<file path="config.mk">
export PLATFORM = sky130hd
export DESIGN_NAME = aes_host_bridge
export DESIGN_NICKNAME = d
export VERILOG_FILES = /design/src/rtl/aes_host_bridge.sv
export SDC_FILE = /design/constraint.sdc
export NUM_CORES = 1
export LEC_CHECK = 0
export BUFFER_PORTS_ARGS = -buffer_cell sky130_fd_sc_hd__buf_2
export CORE_MARGIN = 2
export CORE_UTILIZATION = 49
export CTS_CLUSTER_SIZE = 30
export DETAILED_ROUTE_END_ITERATION = 8
export PLACE_DENSITY = 0.77
export SYNTH_ARGS = -nofsm -noshare
export SYNTH_HDL_FRONTEND = slang
export SYNTH_SLANG_ARGS = --single-unit
</file>
<file path="constraint.sdc">
create_clock -name clk -period 1.7 [get_ports clk]
set_input_delay 0.085 -clock clk [delete_from_list [all_inputs] [get_ports clk]]
set_output_delay 0.085 -clock clk [all_outputs]
set_load 0.01 [all_outputs]
</file>
<file path="src/rtl/aes_host_bridge.sv">
// aes_host_bridge
//   Host-side register bridge in front of an AES core. The host streams key,
//   block and config words over a narrow IN_W-bit write bus, fires init/next
//   commands, and drains the captured 128-bit result over an OUT_W-bit read
//   bus. The AES core itself is a separate instance wired to the core_* ports.
//
// Parameters
//   IN_W   write-bus width (8, 16, 32 or 64)
//   OUT_W  read-bus width  (8, 16, 32 or 64)
//
// Ports
//   clk, rst        clock, synchronous active-high reset
//   address         1 CONFIG, 2 KEY, 3 BLOCK, 5 STATUS, 6 START, 7 RESULT
//   wr_en, rd_en    one-beat write / read strobes (both may be active at once)
//   data_in         write data
//   data_out        registered read data, holds between reads
//   core_encdec     1 = encrypt, 0 = decrypt
//   core_keylen     1 = 256-bit key, 0 = 128-bit key
//   core_init       one-cycle key-expansion pulse
//   core_next       one-cycle block-start pulse
//   core_key        key, word 0 in the MSBs; low half zero for 128-bit keys
//   core_block      block, word 0 in the MSBs
//   core_ready      core idle
//   core_result     core output block
//   core_valid      core result valid (level; rising edge captures)
module aes_host_bridge #(
    parameter int IN_W  = 16,
    parameter int OUT_W = 8
) (
    input  logic             clk,
    input  logic             rst,
    input  logic [3:0]       address,
    input  logic             wr_en,
    input  logic             rd_en,
    input  logic [IN_W-1:0]  data_in,
    output logic [OUT_W-1:0] data_out,
    output logic             core_encdec,
    output logic             core_keylen,
    output logic             core_init,
    output logic             core_next,
    output logic [255:0]     core_key,
    output logic [127:0]     core_block,
    input  logic             core_ready,
    input  logic [127:0]     core_result,
    input  logic             core_valid
);

    localparam int KEY_MAX   = 256 / IN_W;
    localparam int BLK_WORDS = 128 / IN_W;
    localparam int RES_WORDS = 128 / OUT_W;
    localparam int KPW       = $clog2(KEY_MAX);
    localparam int BPW       = $clog2(BLK_WORDS);
    localparam int RPW       = $clog2(RES_WORDS);

    localparam logic [KPW-1:0] KEY_TOP      = KPW'(KEY_MAX - 1);
    localparam logic [KPW-1:0] KEY_LAST_128 = KPW'(KEY_MAX / 2 - 1);
    localparam logic [BPW-1:0] BLK_TOP      = BPW'(BLK_WORDS - 1);
    localparam logic [RPW-1:0] RES_TOP      = RPW'(RES_WORDS - 1);

    // Command accepted on edge N, pulse visible after edge N+1.
    localparam int PULSE_STAGES = 2;

    localparam logic [3:0] ADDR_CONFIG = 4'd1;
    localparam logic [3:0] ADDR_KEY    = 4'd2;
    localparam logic [3:0] ADDR_BLOCK  = 4'd3;
    localparam logic [3:0] ADDR_STATUS = 4'd5;
    localparam logic [3:0] ADDR_START  = 4'd6;
    localparam logic [3:0] ADDR_RESULT = 4'd7;

    typedef struct packed {
        logic ovr;
        logic err;
        logic res_avail;
        logic block_full;
        logic key_inited;
        logic key_full;
        logic core_valid;
        logic core_ready;
    } status_t;

    // Word 0 sits at the highest packed index so it lands in the MSBs.
    logic [KEY_MAX-1:0][IN_W-1:0]    key_words;
    logic [BLK_WORDS-1:0][IN_W-1:0]  blk_words;
    logic [RES_WORDS-1:0][OUT_W-1:0] result_buf;
    logic [255:0]                    key_flat;

    logic [KPW-1:0] key_ptr;
    logic [BPW-1:0] blk_ptr;
    logic [RPW-1:0] res_ptr;

    logic key_full, key_inited, block_full, res_avail, err, ovr, valid_d;
    logic [PULSE_STAGES-1:0] init_pipe, next_pipe;

    // ------------------------------------------------------------------
    // Decode
    // ------------------------------------------------------------------
    logic addr_valid;
    logic wr_cfg, wr_key, wr_blk, wr_start, wr_data, busy_wr;
    logic start_init, start_next, init_ok, next_ok, start_err;
    logic rd_status, rd_result, res_read_ok, res_read_err, res_last;
    logic capture, err_set, ovr_set, key_last;
    status_t status;
    logic [OUT_W-1:0] rd_data;

    assign addr_valid = address inside {ADDR_CONFIG, ADDR_KEY, ADDR_BLOCK,
                                        ADDR_STATUS, ADDR_START, ADDR_RESULT};

    assign wr_cfg   = wr_en && (address == ADDR_CONFIG);
    assign wr_key   = wr_en && (address == ADDR_KEY);
    assign wr_blk   = wr_en && (address == ADDR_BLOCK);
    assign wr_start = wr_en && (address == ADDR_START);

    // Loading operands while the core is working would corrupt its inputs.
    assign wr_data = (wr_cfg || wr_key || wr_blk) && core_ready;
    assign busy_wr = (wr_cfg || wr_key || wr_blk) && !core_ready;

    assign start_init = wr_start && data_in[0];
    assign start_next = wr_start && data_in[1];
    assign init_ok    = start_init && core_ready && key_full;
    // init has priority: with both bits set next is never accepted.
    assign next_ok    = start_next && !start_init && core_ready && key_inited && block_full;
    assign start_err  = (start_init && !init_ok) || (start_next && !next_ok);

    assign rd_status    = rd_en && (address == ADDR_STATUS);
    assign rd_result    = rd_en && (address == ADDR_RESULT);
    assign res_read_ok  = rd_result && res_avail;
    assign res_read_err = rd_result && !res_avail;
    assign res_last     = (res_ptr == RES_TOP);

    assign capture = core_valid && !valid_d;
    // A capture landing on the final chunk read is a clean hand-over.
    assign ovr_set = capture && res_avail && !(res_read_ok && res_last);
    assign err_set = busy_wr || start_err || res_read_err ||
                     ((wr_en || rd_en) && !addr_valid);

    assign key_last = (key_ptr == (core_keylen ? KEY_TOP : KEY_LAST_128));

    always_comb begin
        status            = '0;
        status.ovr        = ovr;
        status.err        = err;
        status.res_avail  = res_avail;
        status.block_full = block_full;
        status.key_inited = key_inited;
        status.key_full   = key_full;
        status.core_valid = core_valid;
        status.core_ready = core_ready;
    end

    // Reads see pre-write register state; writes in the same cycle land later.
    always_comb begin
        rd_data = '0;
        case (address)
            ADDR_STATUS: rd_data = OUT_W'(status);
            ADDR_START:  rd_data = OUT_W'({core_keylen, core_encdec, key_inited, block_full});
            ADDR_RESULT: if (res_avail) rd_data = result_buf[RES_TOP - res_ptr];
            default:     rd_data = '0;
        endcase
    end

    // ------------------------------------------------------------------
    // State
    // ------------------------------------------------------------------
    always_ff @(posedge clk) begin
        if (rst) begin
            data_out    <= '0;
            core_encdec <= 1'b0;
            core_keylen <= 1'b0;
            key_words   <= '0;
            blk_words   <= '0;
            result_buf  <= '0;
            key_ptr     <= '0;
            blk_ptr     <= '0;
            res_ptr     <= '0;
            key_full    <= 1'b0;
            key_inited  <= 1'b0;
            block_full  <= 1'b0;
            res_avail   <= 1'b0;
            err         <= 1'b0;
            ovr         <= 1'b0;
            valid_d     <= 1'b0;
            init_pipe   <= '0;
            next_pipe   <= '0;
        end else begin
            valid_d   <= core_valid;
            init_pipe <= {init_pipe[PULSE_STAGES-2:0], init_ok};
            next_pipe <= {next_pipe[PULSE_STAGES-2:0], next_ok};

            if (rd_en) data_out <= rd_data;

            // Configuration restarts the key load from word 0.
            if (wr_data && wr_cfg) begin
                core_encdec <= data_in[0];
                core_keylen <= data_in[1];
                key_ptr     <= '0;
                key_full    <= 1'b0;
                key_inited  <= 1'b0;
            end

            if (wr_data && wr_key) begin
                key_words[KEY_TOP - key_ptr] <= data_in;
                if (key_last) begin
                    key_ptr    <= '0;
                    key_full   <= 1'b1;
                    key_inited <= 1'b0;
                end else begin
                    key_ptr <= key_ptr + 1'b1;
                end
            end

            if (wr_data && wr_blk) begin
                blk_words[BLK_TOP - blk_ptr] <= data_in;
                if (blk_ptr == BLK_TOP) begin
                    blk_ptr    <= '0;
                    block_full <= 1'b1;
                end else begin
                    blk_ptr <= blk_ptr + 1'b1;
                end
            end

            if (init_ok) key_inited <= 1'b1;
            if (next_ok) block_full <= 1'b0;

            if (capture) begin
                result_buf <= core_result;
                res_avail  <= 1'b1;
                res_ptr    <= '0;
            end else if (res_read_ok) begin
                if (res_last) begin
                    res_avail <= 1'b0;
                    res_ptr   <= '0;
                end else begin
                    res_ptr <= res_ptr + 1'b1;
                end
            end

            // STATUS read clears the sticky bits; fresh sets win.
            err <= (err && !rd_status) || err_set;
            ovr <= (ovr && !rd_status) || ovr_set;
        end
    end

    assign core_init  = init_pipe[PULSE_STAGES-1];
    assign core_next  = next_pipe[PULSE_STAGES-1];
    assign key_flat   = key_words;
    assign core_key   = core_keylen ? key_flat : {key_flat[255:128], 128'd0};
    assign core_block = blk_words;

endmodule

</file>
==> impl_metrics.prom, run 1 <==
# TYPE chip_impl_metric gauge
chip_impl_metric{name="fmaxAchievable",unit="GHz"} 0.562
chip_impl_metric{name="vias",unit=""} 19900
chip_impl_metric{name="synth_async_sr_flop_share",unit=""} 0
chip_impl_info{name="clock_tree.root_cell",value="sky130_fd_sc_hd__clkbuf_16"} 1
chip_impl_metric{name="max_slew_violation_total_from_the_final_report",unit=""} 0
chip_impl_metric{name="seqPwrFrac",unit=""} 0.468
chip_impl_metric{name="detailed_place.area",unit="mm2"} 0.0256
chip_impl_metric{name="yosysTopAreaCellShare",unit=""} 0.476
chip_impl_metric{name="hold_viol",unit=""} 0
chip_impl_metric{name="chipWidth",unit="um"} 220
chip_impl_metric{name="clk_pin_slew_worst_paths",unit="ns"} 0.07
chip_impl_metric{name="h_tree_levels",unit=""} 2
chip_impl_metric{name="floorplan_die_area",unit="mm2"} 0.0484
chip_impl_metric{name="maxSlewHeadroom",unit=""} 0.372
chip_impl_metric{name="drive_gt1_frac",unit=""} 0.300
chip_impl_metric{name="p_clk_frac",unit=""} 0.467
chip_impl_metric{name="clock_skew",unit="ns"} 0.0303
chip_impl_info{name="dominantRegCellSynth",value="sky130_fd_sc_hd__dfxtp_1"} 1
chip_impl_metric{name="core_region_area",unit="mm2"} 0.0463
chip_impl_metric{name="std_cell_rows",unit=""} 79
chip_impl_info{name="run_status",value="finished, violations left"} 1
chip_impl_metric{name="clk_path_buf_depth",unit=""} 3
chip_impl_metric{name="tightestPinTransition",unit="ns"} 0.942
chip_impl_metric{name="share_of_the_clock_period_used_by_the_worst_path",unit=""} 1.05
chip_impl_metric{name="grt_antenna_before_repair",unit=""} 5
chip_impl_metric{name="finalInstanceArea",unit="mm2"} 0.0302
chip_impl_metric{name="port-buffer-count",unit=""} 549
chip_impl_info{name="failed_checks",value="setup timing"} 1
chip_impl_metric{name="drc",unit=""} 0
chip_impl_info{name="timing_worst_setup_path_type",value="reg2out"} 1
chip_impl_metric{name="timing.final.crit_period",unit="ns"} 1.78
chip_impl_metric{name="drt_first_pass_iters",unit=""} 7
chip_impl_info{name="synth_top_area_cell",value="sky130_fd_sc_hd__dfxtp_1"} 1
chip_impl_metric{name="finalSetupViolCount",unit=""} 52
chip_impl_metric{name="first_global_vias",unit=""} 18600
chip_impl_metric{name="chipHeight",unit="um"} 220
chip_impl_metric{name="drv_cap",unit=""} 0
chip_impl_metric{name="finish.cell_count_without_fillers",unit=""} 3587
chip_impl_metric{name="drt_wl_total",unit="um"} 77100
chip_impl_metric{name="hold_slack",unit="ns"} 0.0371
chip_impl_metric{name="worst_ep_required_time",unit="ns"} 1.62
chip_impl_metric{name="area_growth",unit="%"} 32.3
chip_impl_metric{name="power.share.switching",unit=""} 0.227
chip_impl_metric{name="grt_use_total",unit=""} 0.282
chip_impl_metric{name="cts_buffers",unit=""} 54
chip_impl_metric{name="fin_nets",unit=""} 3092
chip_impl_info{name="ys_top_cells_by_area",value="sky130_fd_sc_hd__dfxtp_1 (48%), sky130_fd_sc_hd__mux2i_1 (17%), sky130_fd_sc_hd__nor2_1 (6.6%), sky130_fd_sc_hd__nand2_1 (4.6%), sky130_fd_sc_hd__buf_4 (4.4%)"} 1
chip_impl_metric{name="net-switching-power",unit="uW"} 6340
chip_impl_metric{name="global_route.overflow_total",unit=""} 0
chip_impl_metric{name="grt_start_max_net_pins",unit=""} 187
chip_impl_metric{name="total_power",unit="uW"} 27900
chip_impl_metric{name="wire_per_inst",unit="um"} 21.5
chip_impl_metric{name="power_density",unit="mW/mm2"} 921
chip_impl_metric{name="drt.antenna.violating_nets",unit=""} 0
chip_impl_metric{name="synthesis.area_per_instance",unit="um2"} 9.58
chip_impl_metric{name="initial_core_util",unit=""} 0.494
chip_impl_metric{name="insertion_delay",unit="ns"} 0.62
chip_impl_metric{name="place_congestion",unit=""} 0.873
chip_impl_metric{name="syn-num-nets",unit=""} 2547
chip_impl_metric{name="boundaryPins",unit=""} 550
chip_impl_metric{name="p_int",unit="uW"} 21500
chip_impl_metric{name="yosysSeqAreaShare",unit=""} 0.476
chip_impl_metric{name="place_worst_setup_slack",unit="ns"} -0.122
chip_impl_metric{name="synth_warnings",unit=""} 0
chip_impl_metric{name="cp.arrival",unit="ns"} 1.70
chip_impl_metric{name="setup_ws",unit="ns"} -0.0808
chip_impl_metric{name="share_comb_of_total_power",unit=""} 0.065
chip_impl_metric{name="critical_path.max_fanout",unit=""} 14
chip_impl_metric{name="dp.final_hpwl",unit="um"} 46100
chip_impl_metric{name="cts_num_sinks",unit=""} 544
chip_impl_metric{name="detail_route.vias_per_cell",unit=""} 5.55
chip_impl_metric{name="post_synth_num_cell_types",unit=""} 55
chip_impl_metric{name="number_of_enable_flip_flop_cells_after_synthesis",unit=""} 0
chip_impl_info{name="setup.worst_path.end_class",value="primary output"} 1
chip_impl_metric{name="place_inst",unit=""} 3298
chip_impl_metric{name="detailedRoute.firstIterationViolations",unit=""} 1666
chip_impl_metric{name="syn-instance-count",unit=""} 2386
chip_impl_info{name="tritoncts",value="yes"} 1
chip_impl_metric{name="yosys_register_bits",unit=""} 544
chip_impl_metric{name="post_synthesis_instance_area",unit="mm2"} 0.0229
chip_impl_metric{name="leakage",unit="uW"} 0.0155
chip_impl_info{name="timing.critical_path.from_type",value="flop"} 1
chip_impl_info{name="hold_path_class",value="in2reg"} 1
chip_impl_metric{name="peakVddDrop",unit="mV"} 0.835
chip_impl_metric{name="grt_first_pass_wirelength",unit="um"} 106000
chip_impl_info{name="grt_setup_unrepaired",value="true"} 1
-- metal layers --
metal	wire, um	track usage	share of wire	up-vias
met3	6830	0.0587	0.089	279
met5	18	0	0.00023	-
met2	37100	0.488	0.48	1202
li1	-	-	-	8899
met4	3790	0.128	0.049	4
met1	29400	0.336	0.38	9520
-- stage by stage --
stage | util | setup TNS (ns)
after floorplan | - | -0.0457
after global placement | 0.553 | -0.220
after detailed placement | 0.553 | -4.49
after CTS | 0.632 | -1.29
after global routing | 0.654 | -4.96
final | 0.654 | -1.11
-- critical path, stage by stage, from the launching register on --
cell,delay [ns]
sky130_fd_sc_hd__dfxtp_4,0.44
sky130_fd_sc_hd__buf_6,0.16
sky130_fd_sc_hd__clkbuf_16,0.18
sky130_fd_sc_hd__and2_1,0.16
sky130_fd_sc_hd__buf_2,0.14
-- repair_timing --
item | 4_1_cts | 5_1_grt
setup buffers | 6 | 14
gates cloned | 2 | 15
resized for setup | 10 | 157
hold buffers | 148 | 0
setup endpoints to repair | 209 | 187
pin swaps | 4 | 9
hold endpoints to repair | 220 | 0
-- flip-flops by register name (all words and copies together) (netlist names) --
name	cells
key_full	1
res_ptr	4
next_pipe	2
block_full	1
init_pipe	2
key_flat	256
data_out	8
core_keylen	1
result_buf	128
core_encdec	1
key_ptr	4
key_inited	1
core_block	128
ovr	1
err	1
valid_d	1
res_avail	1
blk_ptr	3
-- placed cells by master, fill, tap and decap left out, types with 8 or more instances in the layout --
cell type,instances
sky130_fd_sc_hd__a21oi_1,138
sky130_fd_sc_hd__and2_1,83
sky130_fd_sc_hd__and2_4,48
sky130_fd_sc_hd__buf_12,47
sky130_fd_sc_hd__buf_2,487
sky130_fd_sc_hd__buf_4,50
sky130_fd_sc_hd__buf_6,59
sky130_fd_sc_hd__clkbuf_1,9
sky130_fd_sc_hd__clkbuf_16,66
sky130_fd_sc_hd__clkbuf_8,19
sky130_fd_sc_hd__dfxtp_1,535
sky130_fd_sc_hd__dlygate4sd3_1,147
sky130_fd_sc_hd__inv_1,10
sky130_fd_sc_hd__mux2i_1,390
sky130_fd_sc_hd__mux4_2,30
sky130_fd_sc_hd__nand2_1,279
sky130_fd_sc_hd__nand3_1,8
sky130_fd_sc_hd__nand4_4,13
sky130_fd_sc_hd__nor2_1,399
-- logic make-up (layout without fill, tap and decap cells) --
kind of cell | after synthesis | count (layout) | synth area share
other cells | 0 | 3 | 0
flops | 544 | 544 | 0.476
simple gates | 898 | 899 | 0.184
xor+xnor | 2 | 2 | 0.000766
fa+ha+maj | 7 | 7 | 0.00383
mux | 426 | 426 | 0.205
buf+inv | 331 | 921 | 0.0861
compound gates | 178 | 178 | 0.0441
-- cell usage after synthesis, drive strengths merged, types with 2 or more instances --
master and number:
a21oi 138, a22oi 7, a311oi 3, a31o 4
a31oi 2, a32oi 3, a41oi 2, and2 132
and3b 6, buf 178, clkbuf 143, dfxtp 544
ha 7, inv 10, mux2 2, mux2i 392
mux4 32, nand2 279, nand2b 8, nand3 8
nand3b 4, nand4 23, nand4b 6, nor2 401
nor2b 9, nor3 6, nor3b 2, nor4b 5
o211ai 3, o21ai 7, o32a 3, or3 3
-- power by group through the flow --
stage | clock [uW] | sequential (uW) | combinational, uW
2_1_floorplan | 0 | 13300 | 751
3_3_place_gp | 0 | 13300 | 1330
3_5_place_dp | 0 | 13300 | 1360
4_1_cts | 13100 | 13000 | 1630
5_1_grt | 13600 | 13000 | 1900
6_report | 13000 | 13000 | 1800
-- area by class of cell --
type / count / area (um2)
Tap cell: 607 / 759
Fill cell: 3270 / 16000
Antenna cell: 3 / 7.51
Inverter: 10 / 37.5
Timing Repair Buffer: 809 / 6300
Sequential cell: 544 / 10900
Multi-Input combinational cell: 1512 / 10200
Clock buffer: 83 / 1670
Clock inverter: 19 / 307
-- path summary, 6_finish.rpt --
path                                from                          end  slack, ns  cells after the start
max             core_keylen$_SDFFE_PP0P_                 core_key[29]      -0.08                      4
min                           address[2]      block_full$_SDFFE_PP0P_       0.04                      4
max reg2reg      res_ptr[1]$_SDFFE_PP0P_     data_out[5]$_SDFFE_PP0P_      -0.03                      4
min reg2reg  result_buf[83]$_SDFFE_PP0P_  result_buf[83]$_SDFFE_PP0P_       0.46                      2
Note: power is estimated with default switching activity, not from simulation.
==> inputs of run 2 (changes only) <==
--- a/config.mk
+++ b/config.mk
@@ -6,8 +6,10 @@
 export NUM_CORES = 1
 export LEC_CHECK = 0
 export BUFFER_PORTS_ARGS = -buffer_cell sky130_fd_sc_hd__buf_2
+export CELL_PAD_IN_SITES_DETAIL_PLACEMENT = 0
+export CELL_PAD_IN_SITES_GLOBAL_PLACEMENT = 1
 export CORE_MARGIN = 2
-export CORE_UTILIZATION = 49
+export CORE_UTILIZATION = 37
 export CTS_CLUSTER_SIZE = 30
 export DETAILED_ROUTE_END_ITERATION = 8
 export PLACE_DENSITY = 0.77
==> run 2 against run 1 <==
  * The run still ends with setup timing left
  * Hold slack worse by 0.0097 ns
  * Power shrank 2.1%
  * Die area grew 32%
  * Maximum frequency is 1.2% higher
  * Register-to-register slack barely moved
  * Clock power fell by 4%
  * Critical path depth did not move
  * Via count decreased by 5.3%
  * Flip-flop and latch count unchanged
  * Non-clock buffer count up 8
==> impl_metrics.prom, run 2 (synthesis gave the netlist of run 1 again) <==
# TYPE chip_impl_metric gauge
chip_impl_info{name="run_status",value="finished, violations left"} 1
chip_impl_info{name="failed_checks",value="setup timing"} 1
chip_impl_metric{name="worst_ep_required_time",unit="ns"} 1.62
chip_impl_metric{name="place_congestion",unit=""} 0.841
chip_impl_info{name="hold_path_class",value="in2reg"} 1
chip_impl_metric{name="peakVddDrop",unit="mV"} 0.691
chip_impl_metric{name="drive_gt1_frac",unit=""} 0.321
chip_impl_metric{name="area_growth",unit="%"} 35.2
chip_impl_metric{name="first_global_vias",unit=""} 18000
chip_impl_info{name="setup.worst_path.end_class",value="primary output"} 1
chip_impl_metric{name="insertion_delay",unit="ns"} 0.60
chip_impl_metric{name="cts_buffers",unit=""} 56
chip_impl_info{name="grt_setup_unrepaired",value="true"} 1
chip_impl_metric{name="antenna_cells",unit=""} 0
chip_impl_metric{name="drv_cap",unit=""} 0
chip_impl_metric{name="setup_ws",unit="ns"} -0.0600
chip_impl_metric{name="finalSetupViolCount",unit=""} 69
chip_impl_metric{name="grt_first_pass_wirelength",unit="um"} 110000
chip_impl_metric{name="power_density",unit="mW/mm2"} 882
chip_impl_metric{name="chipHeight",unit="um"} 253
chip_impl_metric{name="drt_wl_total",unit="um"} 76400
chip_impl_metric{name="use_met1",unit=""} 0.287
chip_impl_metric{name="global_route.overflow_total",unit=""} 0
chip_impl_metric{name="max_slew_violation_total_from_the_final_report",unit=""} 0
chip_impl_info{name="timing_worst_setup_path_type",value="reg2out"} 1
chip_impl_info{name="top_usage_layer",value="met2"} 1
chip_impl_metric{name="wire_per_inst",unit="um"} 20.2
chip_impl_metric{name="grt_start_max_net_pins",unit=""} 146
chip_impl_metric{name="cp.arrival",unit="ns"} 1.67
chip_impl_metric{name="drc",unit=""} 0
chip_impl_metric{name="clock_skew",unit="ns"} 0.0144
chip_impl_metric{name="share_of_the_clock_period_used_by_the_worst_path",unit=""} 1.04
chip_impl_metric{name="critical_path.max_fanout",unit=""} 16
chip_impl_metric{name="std_cell_rows",unit=""} 91
chip_impl_metric{name="maxSlewHeadroom",unit=""} 0.502
chip_impl_metric{name="tightestPinTransition",unit="ns"} 0.746
chip_impl_info{name="commonest_non_fill_non_tap_cell_in_the_layout",value="sky130_fd_sc_hd__dfxtp_1"} 1
chip_impl_metric{name="h_tree_levels",unit=""} 2
chip_impl_metric{name="vias",unit=""} 18900
chip_impl_metric{name="boundaryPins",unit=""} 550
chip_impl_info{name="most-common-layout-cells",value="sky130_fd_sc_hd__dfxtp_1 (536), sky130_fd_sc_hd__buf_2 (443), sky130_fd_sc_hd__nor2_1 (400)"} 1
chip_impl_metric{name="grt_use_total",unit=""} 0.224
chip_impl_metric{name="largest_register_ffs",unit=""} 256
chip_impl_info{name="timing.critical_path.from_type",value="flop"} 1
chip_impl_metric{name="dp.final_hpwl",unit="um"} 50000
chip_impl_metric{name="place_worst_setup_slack",unit="ns"} -0.138
chip_impl_metric{name="fin_nets",unit=""} 3101
chip_impl_metric{name="use_met2",unit=""} 0.385
chip_impl_metric{name="initial_core_util",unit=""} 0.373
chip_impl_metric{name="port-buffer-count",unit=""} 549
chip_impl_metric{name="chipWidth",unit="um"} 253
chip_impl_metric{name="core_region_area",unit="mm2"} 0.0614
chip_impl_metric{name="clk_path_buf_depth",unit=""} 3
chip_impl_metric{name="timing.final.crit_period",unit="ns"} 1.76
chip_impl_metric{name="setup_total_negative_slack",unit="ns"} -1.92
chip_impl_info{name="tritoncts",value="yes"} 1
chip_impl_metric{name="cts_num_sinks",unit=""} 544
chip_impl_metric{name="detailedRoute.firstIterationViolations",unit=""} 1207
chip_impl_metric{name="leakage",unit="uW"} 0.0156
chip_impl_metric{name="grt_antenna_before_repair",unit=""} 2
chip_impl_metric{name="floorplan_die_area",unit="mm2"} 0.0638
chip_impl_metric{name="drt_first_pass_iters",unit=""} 6
chip_impl_metric{name="total_power",unit="uW"} 27300
chip_impl_metric{name="hold_viol",unit=""} 0
chip_impl_metric{name="clk_pin_slew_worst_paths",unit="ns"} 0.06
chip_impl_metric{name="detail_route.vias_per_cell",unit=""} 4.99
chip_impl_metric{name="grt_use_met3",unit=""} 0.0411
chip_impl_metric{name="count_of_filler_cells_inserted_in_the_layout",unit=""} 5490
chip_impl_metric{name="fmaxAchievable",unit="GHz"} 0.568
chip_impl_metric{name="drt.antenna.violating_nets",unit=""} 0
chip_impl_info{name="clock_tree.root_cell",value="sky130_fd_sc_hd__clkbuf_16"} 1
## run 2: worst paths after layout
path	end	depth (start not counted)	startpoint	slack, ns
min reg2reg	result_buf[35]$_SDFFE_PP0P_	2	result_buf[35]$_SDFFE_PP0P_	0.45
max reg2reg	data_out[5]$_SDFFE_PP0P_	4	res_ptr[1]$_SDFFE_PP0P_	-0.03
max	core_key[54]	4	core_keylen$_SDFFE_PP0P_	-0.06
min	core_block[110]$_SDFFE_PP0P_	3	data_in[14]	0.03
## run 2: area by class of cell
class                           instances  area, um2  share of cell area
Timing Repair Buffer                  817       6700               0.217
Clock buffer                           83       1690              0.0548
Sequential cell                       544      10900               0.353
Clock inverter                         20        190             0.00615
Inverter                               10       37.5             0.00121
Tap cell                              790        988              0.0320
Multi-Input combinational cell       1511      10400               0.336
## run 2: per-stage QoR
stage	util	hold WS [ns]	instances	instance area [um2]
4_1_cts	0.496	0.00107	3770	30400
6_report	0.504	0.0274	3775	30900
5_1_grt	0.504	0.00505	3775	30900
3_3_place_gp	0.423	0.328	3499	26000
2_1_floorplan	-	0.213	2386	22900
3_5_place_dp	0.423	0.330	3499	26000
## run 2: critical path: stages (launching register included)
cell	delay, ns
sky130_fd_sc_hd__dfxtp_4	0.42
sky130_fd_sc_hd__buf_12	0.18
sky130_fd_sc_hd__buf_16	0.16
sky130_fd_sc_hd__and2_1	0.15
sky130_fd_sc_hd__buf_2	0.14
## run 2: power by group
part | internal, uW | switching, uW
clock | 7330 | 5200
sequential | 12900 | 96.3
combinational | 721 | 1000
## run 2: metal layers
layer / wire length (um) / vias up
met5: 30 / -
met3: 4860 / 122
met1: 32300 / 9171
met2: 37100 / 659
li1: - / 8897
met4: 2090 / 4
## run 2: timing repair
item / CTS / global route
gates resized for setup: 168 / 128
pin swaps: 13 / 11
setup buffers: 14 / 5
endpoints found under the hold margin: 198 / 0
gates cloned: 12 / 5
hold buffers: 142 / 0
setup endpoints to repair: 226 / 241
